`config.mk`:
```
export PLATFORM = sky130hd
export DESIGN_NAME = step_counter_gen
export DESIGN_NICKNAME = d
export VERILOG_FILES = /design/src/rtl/counter_gen_pkg.sv /design/src/rtl/cnt_step_calc.sv /design/src/rtl/step_counter_gen.sv
export SDC_FILE = /design/constraint.sdc
export NUM_CORES = 1
export LEC_CHECK = 0
export BUFFER_PORTS_ARGS = -buffer_cell sky130_fd_sc_hd__buf_2
export CAP_MARGIN = 15
export CORE_ASPECT_RATIO = 1.25
export CORE_MARGIN = 3
export CORE_UTILIZATION = 62
export DETAILED_ROUTE_END_ITERATION = 12
export PLACE_DENSITY = 0.86
export SLEW_MARGIN = 10
export SYNTH_ARGS = -nofsm -noshare
export SYNTH_HDL_FRONTEND = slang
export SYNTH_SLANG_ARGS = --single-unit
```
`constraint.sdc`:
```
create_clock -name clk -period 6.9 [get_ports clk]
set_input_delay 0.69 -clock clk [delete_from_list [all_inputs] [get_ports clk]]
set_output_delay 0.69 -clock clk [all_outputs]
set_load 0.005 [all_outputs]
```
`src/rtl/counter_gen_pkg.sv`:
```
// Shared types and helpers for the parametrised step counter family.
// The bound policy selects what happens when a step would leave [MIN, MAX].
package counter_gen_pkg;

    typedef enum logic [1:0] {
        BP_HOLD,
        BP_CLAMP,
        BP_WRAP
    } bound_policy_e;

    function automatic int maxOf(input int a, input int b);
        return (a > b) ? a : b;
    endfunction

endpackage

```
`src/rtl/cnt_step_calc.sv`:
```
// Combinational next-value calculator for one enabled step of the counter.
// Works two bits wider than the counter so no intermediate can overflow.
module cnt_step_calc
    import counter_gen_pkg::*;
#(
    parameter int            WIDTH     = 10,
    parameter int            MIN       = -263,
    parameter int            MAX       = 269,
    parameter int            INV       = -47,
    parameter int            UP_STEP   = 4,
    parameter int            DOWN_STEP = 10,
    parameter bound_policy_e POLICY    = BP_HOLD
) (
    input  logic signed [WIDTH-1:0] cnt,
    input  logic                    mode,
    output logic signed [WIDTH-1:0] next,
    output logic                    skip,
    output logic                    bound
);

    localparam int EW = WIDTH + 2;
    localparam logic signed [EW-1:0] E_MIN   = EW'(MIN);
    localparam logic signed [EW-1:0] E_MAX   = EW'(MAX);
    localparam logic signed [EW-1:0] E_INV   = EW'(INV);
    localparam logic signed [EW-1:0] E_UP    = EW'(UP_STEP);
    localparam logic signed [EW-1:0] E_DOWN  = EW'(DOWN_STEP);
    localparam logic signed [EW-1:0] E_RANGE = EW'(MAX - MIN + 1);

    logic signed [EW-1:0] w_step;
    logic signed [EW-1:0] w_cur;
    logic signed [EW-1:0] w_t;
    logic signed [EW-1:0] w_res;

    // Steps are at most half the range, so one add/subtract of the range is a full modulo.
    function automatic logic signed [EW-1:0] wrapOnce(input logic signed [EW-1:0] t);
        if (t > E_MAX) begin
            return t - E_RANGE;
        end
        if (t < E_MIN) begin
            return t + E_RANGE;
        end
        return t;
    endfunction

    always_comb begin
        w_step = mode ? E_UP : -E_DOWN;
        w_cur  = EW'(cnt);
        w_t    = w_cur + w_step;
        w_res  = w_cur;
        skip   = 1'b0;
        bound  = 1'b0;

        if (w_t == E_INV) begin
            w_t  = w_t + w_step;
            skip = 1'b1;
        end

        if ((w_t > E_MAX) || (w_t < E_MIN)) begin
            bound = 1'b1;
            case (POLICY)
                BP_CLAMP: w_res = mode ? E_MAX : E_MIN;
                BP_WRAP: begin
                    w_res = wrapOnce(w_t);
                    if (w_res == E_INV) begin
                        w_res = wrapOnce(w_res + w_step);
                        skip  = 1'b1;
                    end
                end
                default:  w_res = w_cur;
            endcase
        end else begin
            w_res = w_t;
        end

        next = WIDTH'(w_res);
    end

endmodule

```
`src/rtl/step_counter_gen.sv`:
```
// Parametrised signed up/down step counter with load, bound policy and status pulses.
// Holds the registers, the load range check and the rst > load > en priority mux.
module step_counter_gen
    import counter_gen_pkg::*;
#(
    parameter int            WIDTH     = 10,
    parameter int            RESET_VAL = 17,
    parameter int            MIN       = -263,
    parameter int            MAX       = 269,
    parameter int            INV       = -47,
    parameter int            UP_STEP   = 4,
    parameter int            DOWN_STEP = 10,
    parameter bound_policy_e POLICY    = BP_HOLD
) (
    input  logic                    clk,
    input  logic                    rst,
    input  logic                    en,
    input  logic                    mode,
    input  logic                    load,
    input  logic signed [WIDTH-1:0] load_val,
    output logic signed [WIDTH-1:0] cnt,
    output logic                    at_max,
    output logic                    at_min,
    output logic                    bound_hit,
    output logic                    skip_hit,
    output logic                    load_err
);

    localparam logic signed [WIDTH-1:0] L_MIN   = WIDTH'(MIN);
    localparam logic signed [WIDTH-1:0] L_MAX   = WIDTH'(MAX);
    localparam logic signed [WIDTH-1:0] L_INV   = WIDTH'(INV);
    localparam logic signed [WIDTH-1:0] L_RESET = WIDTH'(RESET_VAL);

    // Parameter sanity: a bad instance must not elaborate at all.
    if (!((MIN < INV) && (INV < MAX))) begin : g_chkInv
        $fatal(1, "step_counter_gen: INV must lie strictly between MIN and MAX");
    end
    if (!((MIN <= RESET_VAL) && (RESET_VAL <= MAX) && (RESET_VAL != INV))) begin : g_chkReset
        $fatal(1, "step_counter_gen: RESET_VAL must be legal and differ from INV");
    end
    if (!((UP_STEP > 0) && (DOWN_STEP > 0))) begin : g_chkSteps
        $fatal(1, "step_counter_gen: UP_STEP and DOWN_STEP must be positive");
    end
    if (2 * maxOf(UP_STEP, DOWN_STEP) > (MAX - MIN)) begin : g_chkSpan
        $fatal(1, "step_counter_gen: steps too large for the MIN..MAX range");
    end
    if ((MIN < -(2 ** (WIDTH - 1))) || (MAX > (2 ** (WIDTH - 1)) - 1)) begin : g_chkWidth
        $fatal(1, "step_counter_gen: MIN/MAX not representable in WIDTH bits");
    end

    logic signed [WIDTH-1:0] r_cnt;
    logic                    r_boundHit;
    logic                    r_skipHit;
    logic                    r_loadErr;
    logic signed [WIDTH-1:0] w_next;
    logic                    w_skip;
    logic                    w_bound;
    logic                    w_loadOk;

    cnt_step_calc #(
        .WIDTH     (WIDTH),
        .MIN       (MIN),
        .MAX       (MAX),
        .INV       (INV),
        .UP_STEP   (UP_STEP),
        .DOWN_STEP (DOWN_STEP),
        .POLICY    (POLICY)
    ) u_calc (
        .cnt   (r_cnt),
        .mode  (mode),
        .next  (w_next),
        .skip  (w_skip),
        .bound (w_bound)
    );

    assign w_loadOk = (load_val >= L_MIN) && (load_val <= L_MAX) && (load_val != L_INV);

    // Pulses default low every cycle so each one lasts exactly one clock.
    always_ff @(posedge clk) begin
        if (rst) begin
            r_cnt      <= L_RESET;
            r_boundHit <= 1'b0;
            r_skipHit  <= 1'b0;
            r_loadErr  <= 1'b0;
        end else begin
            r_boundHit <= 1'b0;
            r_skipHit  <= 1'b0;
            r_loadErr  <= 1'b0;
            if (load) begin
                if (w_loadOk) begin
                    r_cnt <= load_val;
                end else begin
                    r_loadErr <= 1'b1;
                end
            end else if (en) begin
                r_cnt      <= w_next;
                r_boundHit <= w_bound;
                r_skipHit  <= w_skip;
            end
        end
    end

    assign cnt       = r_cnt;
    assign at_max    = (r_cnt == L_MAX);
    assign at_min    = (r_cnt == L_MIN);
    assign bound_hit = r_boundHit;
    assign skip_hit  = r_skipHit;
    assign load_err  = r_loadErr;

endmodule

```
Yosys cells after proc, flatten, opt, wreduce, memory -nomap -nowiden --
Index checks and enable logic that the tools add are counted.
Storage, ports and cells: register bits after elaboration 13, input port bits 15, output and inout bits 15
Operators by class: add/sub/neg operators 2, magnitude comparators 4, equal/unequal tests 6, muxes and demuxes 9, bitwise operators 2, reduce and logical (&&, ||, !) cells 7
Operators with widths (number):
- 10-bit 2-to-1 mux | 4
- 12-bit 2-to-1 mux | 2
- 10-bit equality test (second input constant) | 2
- 10-bit by 12-bit adder with 12-bit output | 1
- 12-bit adder | 1
- 12-bit by 7-bit equality test with 1-bit output (second input constant) | 1
- 12-bit by 10-bit > comparator with 1-bit output (second input constant) | 1
- 12-bit by 10-bit less-than comparator with 1-bit output (second input constant) | 1
- 10-bit >= comparator (second input constant) | 1
- 10-bit less-or-equal comparator (second input constant) | 1
- 10-bit by 7-bit != test with 1-bit output (second input constant) | 1
- 1-bit 2-to-1 mux | 3
- 3-bit AND reduction | 1
- 3-bit OR reduction | 1
- 1-bit logical AND | 2
- 2-bit by 1-bit != test with 1-bit output (second input constant) | 1
- 2-bit != test (second input constant) | 1
- 1-bit inverter | 2
- 2-bit nonzero test | 1
- 2-bit OR reduction | 1
- 1-bit logical OR | 1

Longest topological paths before layout --
depth in word-level cells 9, depth in mapped cells 18, mapped depth without buffers 18

By module --
A second synthesis with hierarchy kept.
Unflattened totals: cell total of the unflattened synthesis 256, area total of the unflattened synthesis 2128.3 µm²
By module, submodules not included:
- cnt_step_calc | times used 1, cells an instance 161, area an instance 1278.7 µm², seq. area each 0.0 µm²
- step_counter_gen | times used 1, cells an instance 95, area an instance 849.6 µm², seq. area each 260.2 µm²

Worst setup path after synthesis --
No wires, ideal clock.
path kind input port to flip-flop, start point input mode, end point register r_cnt[1], in the netlist cnt[1], setup time 88 ps, data arrival time 4607 ps, required time 6812 ps, path slack 2205 ps, stages 18, path through inv_1 > ha_1 > inv_1 > ha_1 > and4b_4 > or3_1 > a21oi_1 > xnor2_1 > ha_1 > o21ai_0 > o21bai_1 > a41oi_2 > xnor2_1 > nor2b_1 > a2111o_1 > or4_4 > a311o_1 > o31ai_1
On the way: longest elaborated chain between the ends 8
Ends and longest elaborated chain:
- from (decl) | RTL line step_counter_gen.sv:18 | input logic mode,
- 12-bit 2-to-1 mux (*) | RTL line cnt_step_calc.sv:46 | w_step = mode ? E_UP : -E_DOWN;
- 10-bit by 12-bit adder with 12-bit output | RTL line cnt_step_calc.sv:48 | w_t = w_cur + w_step;
- 12-bit adder / 12-bit by 7-bit equality test with 1-bit output (equally long branches) | RTL line cnt_step_calc.sv:54, cnt_step_calc.sv:53
- 12-bit 2-to-1 mux (*) | RTL line cnt_step_calc.sv:53 | if (w_t == E_INV) begin
- 12-bit by 10-bit > comparator with 1-bit output / 12-bit by 10-bit less-than comparator with 1-bit output (equally long branches) | RTL line cnt_step_calc.sv:58 | if ((w_t > E_MAX) || (w_t < E_MIN)) begin
- 1-bit logical OR | RTL line cnt_step_calc.sv:58
- 2-bit != test (no line)
- 3-bit AND reduction (no line)
- to (signal assigned) | RTL line step_counter_gen.sv:91 | r_cnt <= load_val;
- to (signal assigned) | RTL line step_counter_gen.sv:96 | r_cnt <= w_next;
- to (decl) | RTL line step_counter_gen.sv:51 | logic signed [WIDTH-1:0] r_cnt;
Mark *: on every way between the ends. The rest lies on a longest branch, timed or not. The select of a mux whose other input is x is not followed. A chain may end at the register's enable or synchronous reset.

Worst setup path after layout --
start point input mode, end point register r_cnt[6], in the netlist cnt[6]
Same word-level chain as after synthesis.

==> run_results.csv <==
group,metric,value,unit
finish,post-route-util,74.4,%
placement,dp.cells,300,
die,pin_count,30,
timing,finalSetupTns,0,ns
synthesis,yosysWarnings,0,
timing,fin_crit_sh,75.3,%
timing,worst_pin_slew,0.757,ns
setup_path,startpoint,"mode",
setup_path,r2r_cells,15,
worst_hold_path,min_path_type,"register to register",
die,die_w,55.4,µm
finish,nets,303,
synthesis,synth.avg_cell_area,7.78,µm²
setup_path,critPathArrivalTime,5.39,ns
synthesis,synth_commonest_cells,"nand2_1, ha_1, inv_1",
setup_path,crit_type,"input pin to register",
setup_path,endpoint_kind,"register",
synthesis,synth_cells,243,
detailed_routing,drcViolationCount,0,
synthesis,yosysMostFrequentCell,"nand2_1",
pwr,irDropWorstVdd,0.000167,V
grt,grt_max_degree,16,
setup_path,crit_path_start_kind,"input pin",
cts,cts_hold_buf,0,
finish,drive_gt1_share,17.8,%
cts,cts_sinks,13,
cts,postCtsSetupBuffers,0,
timing,setup_viol,0,
die,die_h,67.7,µm
placement,portBuffers,29,
placement,dp_hpwl,4430,µm
detailed_routing,vias,2103,
worst_hold_path,hold_depth,2,
timing,drv_slew,0,
placement,globalplace.congestion,1.03,
detailed_routing,initialDrtViolationCount,119,
timing,finClkSkew,0.00210,ns
grt,grt_overflow,0,
pwr,finalPower,0.538,mW
outcome,outcome,"finished, final reports clean",
timing,hold_ws,0.541,ns
cts,cts.clk_slew.worst_paths,0.08,ns
flow_run,maxCapViolCount,0,
detailed_routing,via_per_inst,6.92,
timing,slew_headroom,48.9,%
die,initial_core_util,67.9,%
cts,cts-root-buf,"clkbuf_4",
synthesis,synth_cell_type_count,66,
setup_path,r2r-start,"cnt[1]",
die,dieArea,3750,µm²
synthesis,yosysSeqAreaShare,13.8,%
synthesis,synthTopCellsByArea,"dfxtp_1, ha_1, xnor2_1",
die,core-area,2790,µm²
pwr,p_leak,0.896,nW
timing,rsz0062_at_grt,"false",
setup_path,crit_path_end,"cnt[6]",
timing,timing.fmax,0.192,GHz
timing,hold_viol,0,
finish,area_growth,9.66,%
grt,grt_pass1_wl,9180,µm
synthesis,synth-seq-cells,13,
cts,htreeDepth,1,
cts,clk_latency,0.28,ns
synthesis,synthArstFlopShare,0,%
setup_path,r2r_slack,2.26,ns
cts,cts_buffer_depth,2,
cts,cts_repair_resize_count,0,
setup_path,r2r_end,"cnt[6]",
synthesis,yosys.area.top_type,"dfxtp_1",
detailed_routing,drtPass1Iterations,5,
cts,cts_buffers,3,
synthesis,synth_edf_count,0,
synthesis,syn_nets,275,
finish,fillers,236,
pwr,power_density,260,nW/µm²
finish,instances_no_fill,304,
cts,cts_tree,"done",
detailed_routing,wire_per_inst,18.4,µm
setup_path,required,7.09,ns
timing,final.min_clock_period,5.20,ns
grt,grt_pass1_vias,1970,
synthesis,netlist_area,1890,µm²
die,num_rows,21,
synthesis,synth_ff_type,"dfxtp_1",
detailed_routing,ant_nets,0,
setup_path,cp_max_fo,15,
detailed_routing,wl,5590,µm
grt,antenna_found_initial,0,
synthesis,synth_top_area_share,13.8,%
grt,grt_use_total,30.4,%
finish,diodes,0,
-- metal layers --
| metal | vias up | GRT usage [%] | wire (µm) |
|---|---|---|---|
| met2 | 108 | 53.4 | 2690 |
| met1 | 968 | 36.7 | 2230 |
| met5 | - | 0 | 0 |
| met4 | 0 | 17.3 | 280 |
| li1 | 1006 | - | - |
| met3 | 21 | 2.29 | 387 |
-- cell families (layout without fill, tap and decap cells) --
logic type	Yosys count	in the layout	share of synthesized area (%)
AO/OA/AOI/OAI	75	75	31.0
flip-flops	13	13	13.8
adder cells (fa/ha/maj)	17	17	11.3
multiplexers	5	5	2.65
XOR/XNOR	15	15	7.94
buffers and inverters	23	50	5.03
AND/OR/NAND/NOR	95	95	28.4
-- layout make-up --
class / instances / area (µm²) / area share [%]
clock buffer: 4 / 26.3 / 1.27
inverter: 17 / 63.8 / 3.08
multi-input combinational: 207 / 1540 / 74.0
sequential: 13 / 260 / 12.6
tap: 34 / 42.5 / 2.05
timing repair buffer: 29 / 145 / 7.00
-- placed cells by master (no fill, tap or decap), drive strengths merged, types with 3 or more instances in the layout --
cell type  Yosys  final
a21o           3      3
a211oi         5      5
o31ai          6      6
clkbuf         4      4
nor3           9      9
and2           5      5
o211ai         8      8
nor4          10     10
dfxtp         13     13
nand2         21     21
inv           17     17
nand3         10     10
o311ai         3      3
mux2i          5      5
o2111ai        4      4
and3           5      5
a31oi          3      3
xnor2         11     11
ha            17     17
a21oi         14     14
xor2           4      4
nand4          5      5
a41oi          3      3
nor2b          5      5
o21ai          5      5
buf            2     29
nor2          13     13
-- worst min path at each step --
stage / startpoint / to / slack, ns
after floorplan: cnt[5] / cnt[5] / 0.49
after global placement: cnt[5] / cnt[5] / 0.52
after CTS: cnt[5] / cnt[5] / 0.53
final: cnt[5] / cnt[5] / 0.54
after global routing: cnt[5] / cnt[5] / 0.57
after detailed placement: cnt[5] / cnt[5] / 0.52
-- sequential cells by signal, indices dropped and copies added (netlist names) --
signal / count
load_err: 1
bound_hit: 1
skip_hit: 1
cnt: 10
-- where the power goes --
| group | total, mW | switching (mW) | internal, mW |
|---|---|---|---|
| combinational | 0.390 | 0.235 | 0.156 |
| sequential | 0.0991 | 0.0147 | 0.0843 |
| clock | 0.0488 | 0.0263 | 0.0225 |
-- stage by stage --
step                      setup WS (ns)  cell area [µm²]
after floorplan                    2.21             1890
after global placement             1.67             2050
after detailed placement           1.61             2050
after CTS                          1.89             2070
after global routing               1.36             2070
final                              1.70             2070
-- critical path, stage by stage --
cell	delay, ns
buf_2	0.12
inv_1	0.40
ha_1	0.32
inv_1	0.06
ha_1	0.28
and4b_4	0.41
or3_1	0.11
a21oi_1	0.07
xnor2_1	0.33
ha_1	0.36
o311ai_0	0.71
a41oi_1	0.29
o31a_1	0.31
o211ai_1	0.25
and3_1	0.31
nor4_1	0.09
a211oi_1	0.27
Note: power is estimated with default switching activity, not from simulation.
